**src/rtl/element_pkg.sv**
```systemverilog
// rtl/element_pkg.sv - shared sizing and saturation helpers for element combiners
// Contents:
//   ACC_W                   widest signed intermediate any combiner may hand to sat_dw()
//   SAMPLE_MAX/SAMPLE_MIN   clamp bounds of the default 16-bit sample
//   sum_levels(n)           adder-tree depth for n leaves
//   sat_dw(v, dw)           clamp v to the signed dw-bit range
package element_pkg;

  localparam int ACC_W     = 40;
  localparam int SAMPLE_DW = 16;
  localparam logic signed [SAMPLE_DW-1:0] SAMPLE_MAX = 16'sh7FFF;
  localparam logic signed [SAMPLE_DW-1:0] SAMPLE_MIN = 16'sh8000;

  function automatic int sum_levels(input int n);
    return (n > 1) ? $clog2(n) : 0;
  endfunction

  function automatic logic signed [ACC_W-1:0] sat_dw(input logic signed [ACC_W-1:0] v,
                                                     input int dw);
    logic signed [ACC_W-1:0] hi;
    logic signed [ACC_W-1:0] lo;
    hi = (ACC_W'(1) << (dw - 1)) - ACC_W'(1);
    lo = ~hi;  // two's complement: ~(2^(dw-1)-1) == -2^(dw-1)
    if (v > hi) return hi;
    if (v < lo) return lo;
    return v;
  endfunction

endpackage

```
**src/rtl/element_addtree.sv**
```systemverilog
// rtl/element_addtree.sv - one-component, one-slice pipelined signed adder tree
// Ports:
//   clk     in   clock
//   rst_n   in   asynchronous active-low reset
//   leaf_i  in   NIN signed W-bit leaves, leaf n at [n*W +: W]
//   root_o  out  signed sum, W+LEVELS bits, LEVELS cycles after leaf_i
module element_addtree
  import element_pkg::*;
#(
  parameter  int NIN    = 4,
  parameter  int W      = 16,
  localparam int LEVELS = sum_levels(NIN),
  localparam int OW     = W + LEVELS
) (
  input  logic            clk,
  input  logic            rst_n,
  input  logic [NIN*W-1:0] leaf_i,
  output logic [OW-1:0]   root_o
);

  localparam int NPAD = 1 << LEVELS;

  // Level l holds NPAD>>l nodes of W+l bits; level 0 is the unregistered leaf row.
  for (genvar l = 0; l <= LEVELS; l++) begin : g_lvl
    localparam int CNT = NPAD >> l;
    localparam int LW  = W + l;
    logic [CNT*LW-1:0] node;

    if (l == 0) begin : g_leaf
      // Absent leaves (NIN < NPAD) sit in the upper bits and are zero-filled.
      assign node = (CNT*LW)'(leaf_i);
    end else begin : g_add
      localparam int PW = LW - 1;
      always_ff @(posedge clk or negedge rst_n) begin
        if (!rst_n) begin
          node <= '0;
        end else begin
          for (int k = 0; k < CNT; k++) begin
            node[k*LW +: LW] <= LW'($signed(g_lvl[l-1].node[2*k*PW +: PW]))
                              + LW'($signed(g_lvl[l-1].node[(2*k+1)*PW +: PW]));
          end
        end
      end
    end
  end

  assign root_o = g_lvl[LEVELS].node;

endmodule

```
**src/rtl/element_sumn.sv**
```systemverilog
// rtl/element_sumn.sv - N-element pipelined output combiner with mask, saturation and overflow monitor
// Ports:
//   clk, reset            clock, asynchronous active-low reset
//   valid_in[NELEM]       per-element sample valid
//   multix_in/multiy_in   element i at [i*NSLICE*DW +: NSLICE*DW], slice s at [s*DW +: DW]
//   enable_mask[NELEM]    1 = element included in the sum
//   ovf_clr               single-cycle clear of ovf_sticky/ovf_count
//   valid, multix, multiy summed output, LEVELS+2 cycles after input
//   postprobusy[NELEM]    per-element busy feedback
//   ovf_sticky, ovf_count overflow seen since clear / valid overflow cycles (saturating)
module element_sumn
  import element_pkg::*;
#(
  parameter int NELEM  = 4,
  parameter int NSLICE = 4,
  parameter int DW     = 16,
  parameter bit SAT    = 1'b1
) (
  input  logic                      clk,
  input  logic                      reset,
  input  logic [NELEM-1:0]          valid_in,
  input  logic [NELEM*NSLICE*DW-1:0] multix_in,
  input  logic [NELEM*NSLICE*DW-1:0] multiy_in,
  input  logic [NELEM-1:0]          enable_mask,
  input  logic                      ovf_clr,
  output logic                      valid,
  output logic [NSLICE*DW-1:0]      multix,
  output logic [NSLICE*DW-1:0]      multiy,
  output logic [NELEM-1:0]          postprobusy,
  output logic                      ovf_sticky,
  output logic [15:0]               ovf_count
);

  localparam int LEVELS = sum_levels(NELEM);
  localparam int LAT    = LEVELS + 2;
  localparam int RW     = DW + LEVELS;
  localparam int NTREE  = 2 * NSLICE;
  localparam int EW     = NSLICE * DW;

  logic [NELEM*EW-1:0] x0_d, y0_d, x0_q, y0_q;
  logic [LAT-1:0]      valid_pipe_q;

  // Mask applied at the input register only.
  always_comb begin
    x0_d = '0;
    y0_d = '0;
    for (int i = 0; i < NELEM; i++) begin
      x0_d[i*EW +: EW] = enable_mask[i] ? multix_in[i*EW +: EW] : '0;
      y0_d[i*EW +: EW] = enable_mask[i] ? multiy_in[i*EW +: EW] : '0;
    end
  end

  always_ff @(posedge clk or negedge reset) begin
    if (!reset) begin
      x0_q         <= '0;
      y0_q         <= '0;
      valid_pipe_q <= '0;
    end else begin
      x0_q         <= x0_d;
      y0_q         <= y0_d;
      valid_pipe_q <= {valid_pipe_q[LAT-2:0], |(valid_in & enable_mask)};
    end
  end

  // Trees 0..NSLICE-1 carry x slices, NSLICE..2*NSLICE-1 carry y slices.
  logic [NTREE-1:0][RW-1:0] root;
  logic [NTREE-1:0][DW-1:0] out_d;
  logic [NTREE-1:0]         ovf_t;

  for (genvar t = 0; t < NTREE; t++) begin : g_tree
    localparam int S = t % NSLICE;
    logic [NELEM*DW-1:0]     leaf;
    logic signed [ACC_W-1:0] ext;
    logic signed [ACC_W-1:0] clamped;

    always_comb begin
      leaf = '0;
      for (int i = 0; i < NELEM; i++) begin
        leaf[i*DW +: DW] = (t < NSLICE) ? x0_q[i*EW + S*DW +: DW] : y0_q[i*EW + S*DW +: DW];
      end
    end

    element_addtree #(.NIN(NELEM), .W(DW)) u_tree (
      .clk    (clk),
      .rst_n  (reset),
      .leaf_i (leaf),
      .root_o (root[t])
    );

    assign ext      = ACC_W'($signed(root[t]));
    assign clamped  = sat_dw(ext, DW);
    // Clamping changes the value exactly when the root lies outside DW range.
    assign ovf_t[t] = (clamped != ext);
    assign out_d[t] = SAT ? clamped[DW-1:0] : ext[DW-1:0];
  end

  logic [NTREE*DW-1:0] out_q;

  always_ff @(posedge clk or negedge reset) begin
    if (!reset) out_q <= '0;
    else        out_q <= out_d;
  end

  assign valid  = valid_pipe_q[LAT-1];
  assign multix = out_q[EW-1:0];
  assign multiy = out_q[2*EW-1:EW];

  // Root data aligns with valid_pipe_q[LAT-2]; counters update on the edge
  // that loads the output register, so they move together with valid.
  logic        ovf_hit;
  logic        ovf_sticky_d, ovf_sticky_q;
  logic [15:0] ovf_count_d, ovf_count_q;

  assign ovf_hit = valid_pipe_q[LAT-2] & (|ovf_t);

  always_comb begin
    ovf_sticky_d = ovf_sticky_q;
    ovf_count_d  = ovf_count_q;
    if (ovf_clr) begin
      ovf_sticky_d = ovf_hit;
      ovf_count_d  = {15'd0, ovf_hit};
    end else if (ovf_hit) begin
      ovf_sticky_d = 1'b1;
      if (ovf_count_q != 16'hFFFF) ovf_count_d = ovf_count_q + 16'd1;
    end
  end

  always_ff @(posedge clk or negedge reset) begin
    if (!reset) begin
      ovf_sticky_q <= 1'b0;
      ovf_count_q  <= '0;
    end else begin
      ovf_sticky_q <= ovf_sticky_d;
      ovf_count_q  <= ovf_count_d;
    end
  end

  assign ovf_sticky = ovf_sticky_q;
  assign ovf_count  = ovf_count_q;

  // Gated by reset so busy drops immediately even while valid_in is held.
  assign postprobusy = reset ? (valid_in | (enable_mask & {NELEM{|valid_pipe_q}})) : '0;

endmodule
```
**config.mk**
```make
export PLATFORM = sky130hd
export DESIGN_NAME = element_sumn
export DESIGN_NICKNAME = d
export VERILOG_FILES = /design/src/rtl/element_pkg.sv /design/src/rtl/element_addtree.sv /design/src/rtl/element_sumn.sv
export SDC_FILE = /design/constraint.sdc
export NUM_CORES = 2
export LEC_CHECK = 0
export CORE_MARGIN = 2
export CORE_UTILIZATION = 51
export CTS_BUF_LIST = sky130_fd_sc_hd__clkbuf_8
export CTS_CLUSTER_SIZE = 20
export DETAILED_ROUTE_END_ITERATION = 10
export DONT_BUFFER_PORTS = 1
export GPL_ROUTABILITY_DRIVEN = 0
export MAX_ROUTING_LAYER = met4
export PLACE_DENSITY = 0.68
export SLEW_MARGIN = 10
export SYNTH_ARGS = -nofsm -noshare
export SYNTH_HDL_FRONTEND = slang
export SYNTH_SLANG_ARGS = --single-unit
```
**constraint.sdc**
```tcl
create_clock -name clk -period 3.37 [get_ports clk]
set_clock_uncertainty 0.1 [all_clocks]
set_input_delay 0.5055 -clock clk [delete_from_list [all_inputs] [get_ports clk]]
set_output_delay 0.5055 -clock clk [all_outputs]
set_load 0.005 [all_outputs]
```
==> impl_metrics.yaml <==
worst_setup_path:
  path_class: "reg -> reg"
  crit_start: "y0_q[144]"
  path_cells: "ha_1 > inv_1 > fa_1 > nor2b_1 > o31a_1 > o211ai_1 > nand2_1 > a41o_1 > o41a_1 > a2111oi_0 > nor3_1"
  arrival_ns: 3.86
  cp-end-kind: "flip-flop"
  slowest_stage: "a2111oi_0"
  required_ns: 3.98
  crit_fanout: 3
  slowest_delay_ns: 0.56
  r2r_start: "y0_q[144]"
  cp-start-kind: "flip-flop"
placement:
  dp.cells: 5675
  port_buffers: 0
  dp.final_hpwl_um: 87200
clock_network:
  postCtsHoldBufs: 1025
  clock_latency_ns: 0.86
  clockBufferDepth: 3
  numCtsBuffers: 177
  post_cts_buffers: 0
  htree_levels: 4
  cts_sinks: 1077
  cts_tree: "yes"
  root_buffer: "clkbuf_8"
  path_clk_slew_ns: 0.07
sta:
  clock.fmax_mhz: 308
  fin_crit_ns: 3.25
  rsz0062_at_grt: "no"
  finalCritPeriodShare_pct: 96.3
  setup-tns-final_ns: 0
  finalSetupViolCount: 0
  drv_slew: 0
  fin_hold_ws_ns: -0.751
  hold_viol_final: 399
  tightest_slew_ns: 0.919
  relSlewSlack_pct: 37.9
worst_hold_path:
  hold_class: "in -> async"
route:
  vias: 38700
  drt_wl_total_um: 145000
  via_per_inst: 5.47
  drc: 0
  ant_nets: 0
  drtIter0Drc: 2838
  dr.pass1.iters: 6
  post_drt_wl_per_cell_um: 20.6
floorplanning:
  ios: 673
  coreArea_um2: 96600
  std_cell_rows: 114
  die_y_um: 316
  die_area_um2: 99900
  die_w_um: 316
  start_util_pct: 51.4
logic_synthesis:
  synth_seq_cells: 1077
  yosysWarnings: 0
  syn-num-nets: 5404
  ys_types: 64
  ys_seq_area_share_pct: 54.3
  synth_edf_count: 0
  synthArstFlopShare_pct: 100
  synth_ff_type: "dfrtp_1"
  postSynthCellCount: 4456
  avgSynthCellArea_um2: 11.1
  synth_area_um2: 49700
power_and_ir_drop:
  leakagePower_uw: 0.0315
  power_density_nw_per_um2: 570
  peakVddDrop_uv: 384
layout:
  final_common_cell: "dfrtp_1"
  instances_no_fill: 7075
  fillers: 6574
  final_nets: 6557
  drive_above_1_share_pct: 5.81
  layout_common_cells: "1077 x dfrtp_1, 1025 x dlygate4sd3_1, 545 x and2_1"
  syn_to_final_growth_pct: 31.7
status:
  failed_checks: "hold timing"
  status: "complete, but fails checks"
global_route:
  grt_overflow: 0
  grt_max_degree: 1082
  grt_use_met3_pct: 6.46
  antenna_found_initial: 49
  busiest_layer: "met2"
  grt.met1_usage_pct: 33.7
  grt_util_met2_pct: 49.4
  grt_pass1_wl_um: 222000
  grt_pass1_vias: 40900
  grtUsageTotal_pct: 29.7
run:
  cap_violations: 0
[kinds of logic after synthesis]
logic type      after synthesis  synth area share (%)
simple gates               1392                  15.1
mux                           4                0.0932
buf+inv                     388                  2.94
compound gates              897                  11.7
fa+ha+maj                   425                  11.1
xor+xnor                    273                  4.81
flops                      1077                  54.3
[cell type report]
cell class              instances  area [µm²]  area share, %
flip-flops and latches       1077       27000           41.2
multi-input cells            2991       21300           32.5
repair buffers               1062       10700           16.3
clock buffers                 216        2970           4.54
well taps                    1276        1600           2.44
inverters                     300        1130           1.72
clock inverters                98         699           1.07
diodes                         55         138          0.210
[state kept, by name, indices dropped and copies added (netlist names)]
register / count
g_tree.u_tree.root_o: 144
x0_q: 256
y0_q: 256
valid_pipe_q: 4
ovf_count: 16
g_tree.u_tree.g_lvl.node: 272
ovf_sticky: 1
out_q: 128
[power breakdown]
group / switching (µW) / internal, µW
registers: 1770 / 15300
clock network: 5480 / 6430
logic: 4560 / 3720
total: 11800 / 25500
[stage by stage]
step	total power (µW)	setup slack, ns	utilization [%]	hold WS, ns	instance area [µm²]
5_1_grt	39300	0.0251	67.7	-0.811	65400
3_5_place_dp	24100	0.146	53.0	0.138	51200
3_3_place_gp	23900	0.155	53.0	0.133	51200
6_report	37300	0.125	67.7	-0.751	65400
4_1_cts	36900	0.120	67.4	-0.795	65100
2_1_floorplan	21500	0.564	-	0.110	49700
[synthesized netlist by cell type (all sizes together), types with 5 or more instances]
master	number	area [µm²]
nor2	242	908
o211ai	30	225
o31ai	22	170
a31oi	33	206
and3	31	194
a21boi	9	67.6
nand4	18	113
ha	401	5020
a2111oi	11	96.3
or3	43	269
a211o	14	123
nand2	153	574
o31a	10	87.6
o41a	10	113
a22o	8	70.1
o41ai	9	78.8
a311oi	16	140
a41o	19	190
o21bai	27	210
o21a	103	773
dfrtp	1077	27000
nor2b	49	307
a21o	27	203
clkbuf	86	323
or2	11	68.8
o21ai	246	1230
o22ai	11	68.8
nand3	100	500
inv	300	1130
a21oi	205	1030
nand2b	24	150
fa	24	480
a221oi	10	87.6
o211a	5	50.1
nor4	32	215
a31o	9	78.8
nor4b	5	43.8
xor2	37	324
nand4b	5	43.8
a211oi	33	248
o21ba	10	100
nor3	127	636
xnor2	236	2070
o2111ai	10	87.6
and2	545	3410
[final timing paths]
check	endpoint	depth (start not counted)	slack [ns]
setup / recovery	g_tree[5].u_tree.g_lvl[1].node[31]	11	0.12
min in group clk	x0_q[223]	2	0.24
max in group asynchronous	out_q[98]	3	1.35
setup reg to reg	g_tree[5].u_tree.g_lvl[1].node[31]	11	0.12
hold / removal	out_q[18]	0	-0.75
hold reg to reg	valid_pipe_q[2]	0	0.30
[critical path, delay by kind of cell (launching register included)]
kind,cells,cell delay (ns)
flops,1,0.38
compound gates,5,1.74
simple gates,3,0.33
fa+ha+maj,2,0.45
buf+inv,1,0.09
[metal layers]
layer	up-vias	share of wire, %
met2	1594	50
met3	469	6.5
met5	-	0
met1	18900	38
met4	0	5.4
li1	17700	-
[repair_timing]
action	CTS	global route
resized for setup	0	1
endpoints found under the hold margin	1607	399
setup endpoints to repair	0	9
(Power assumes the default switching activity.)
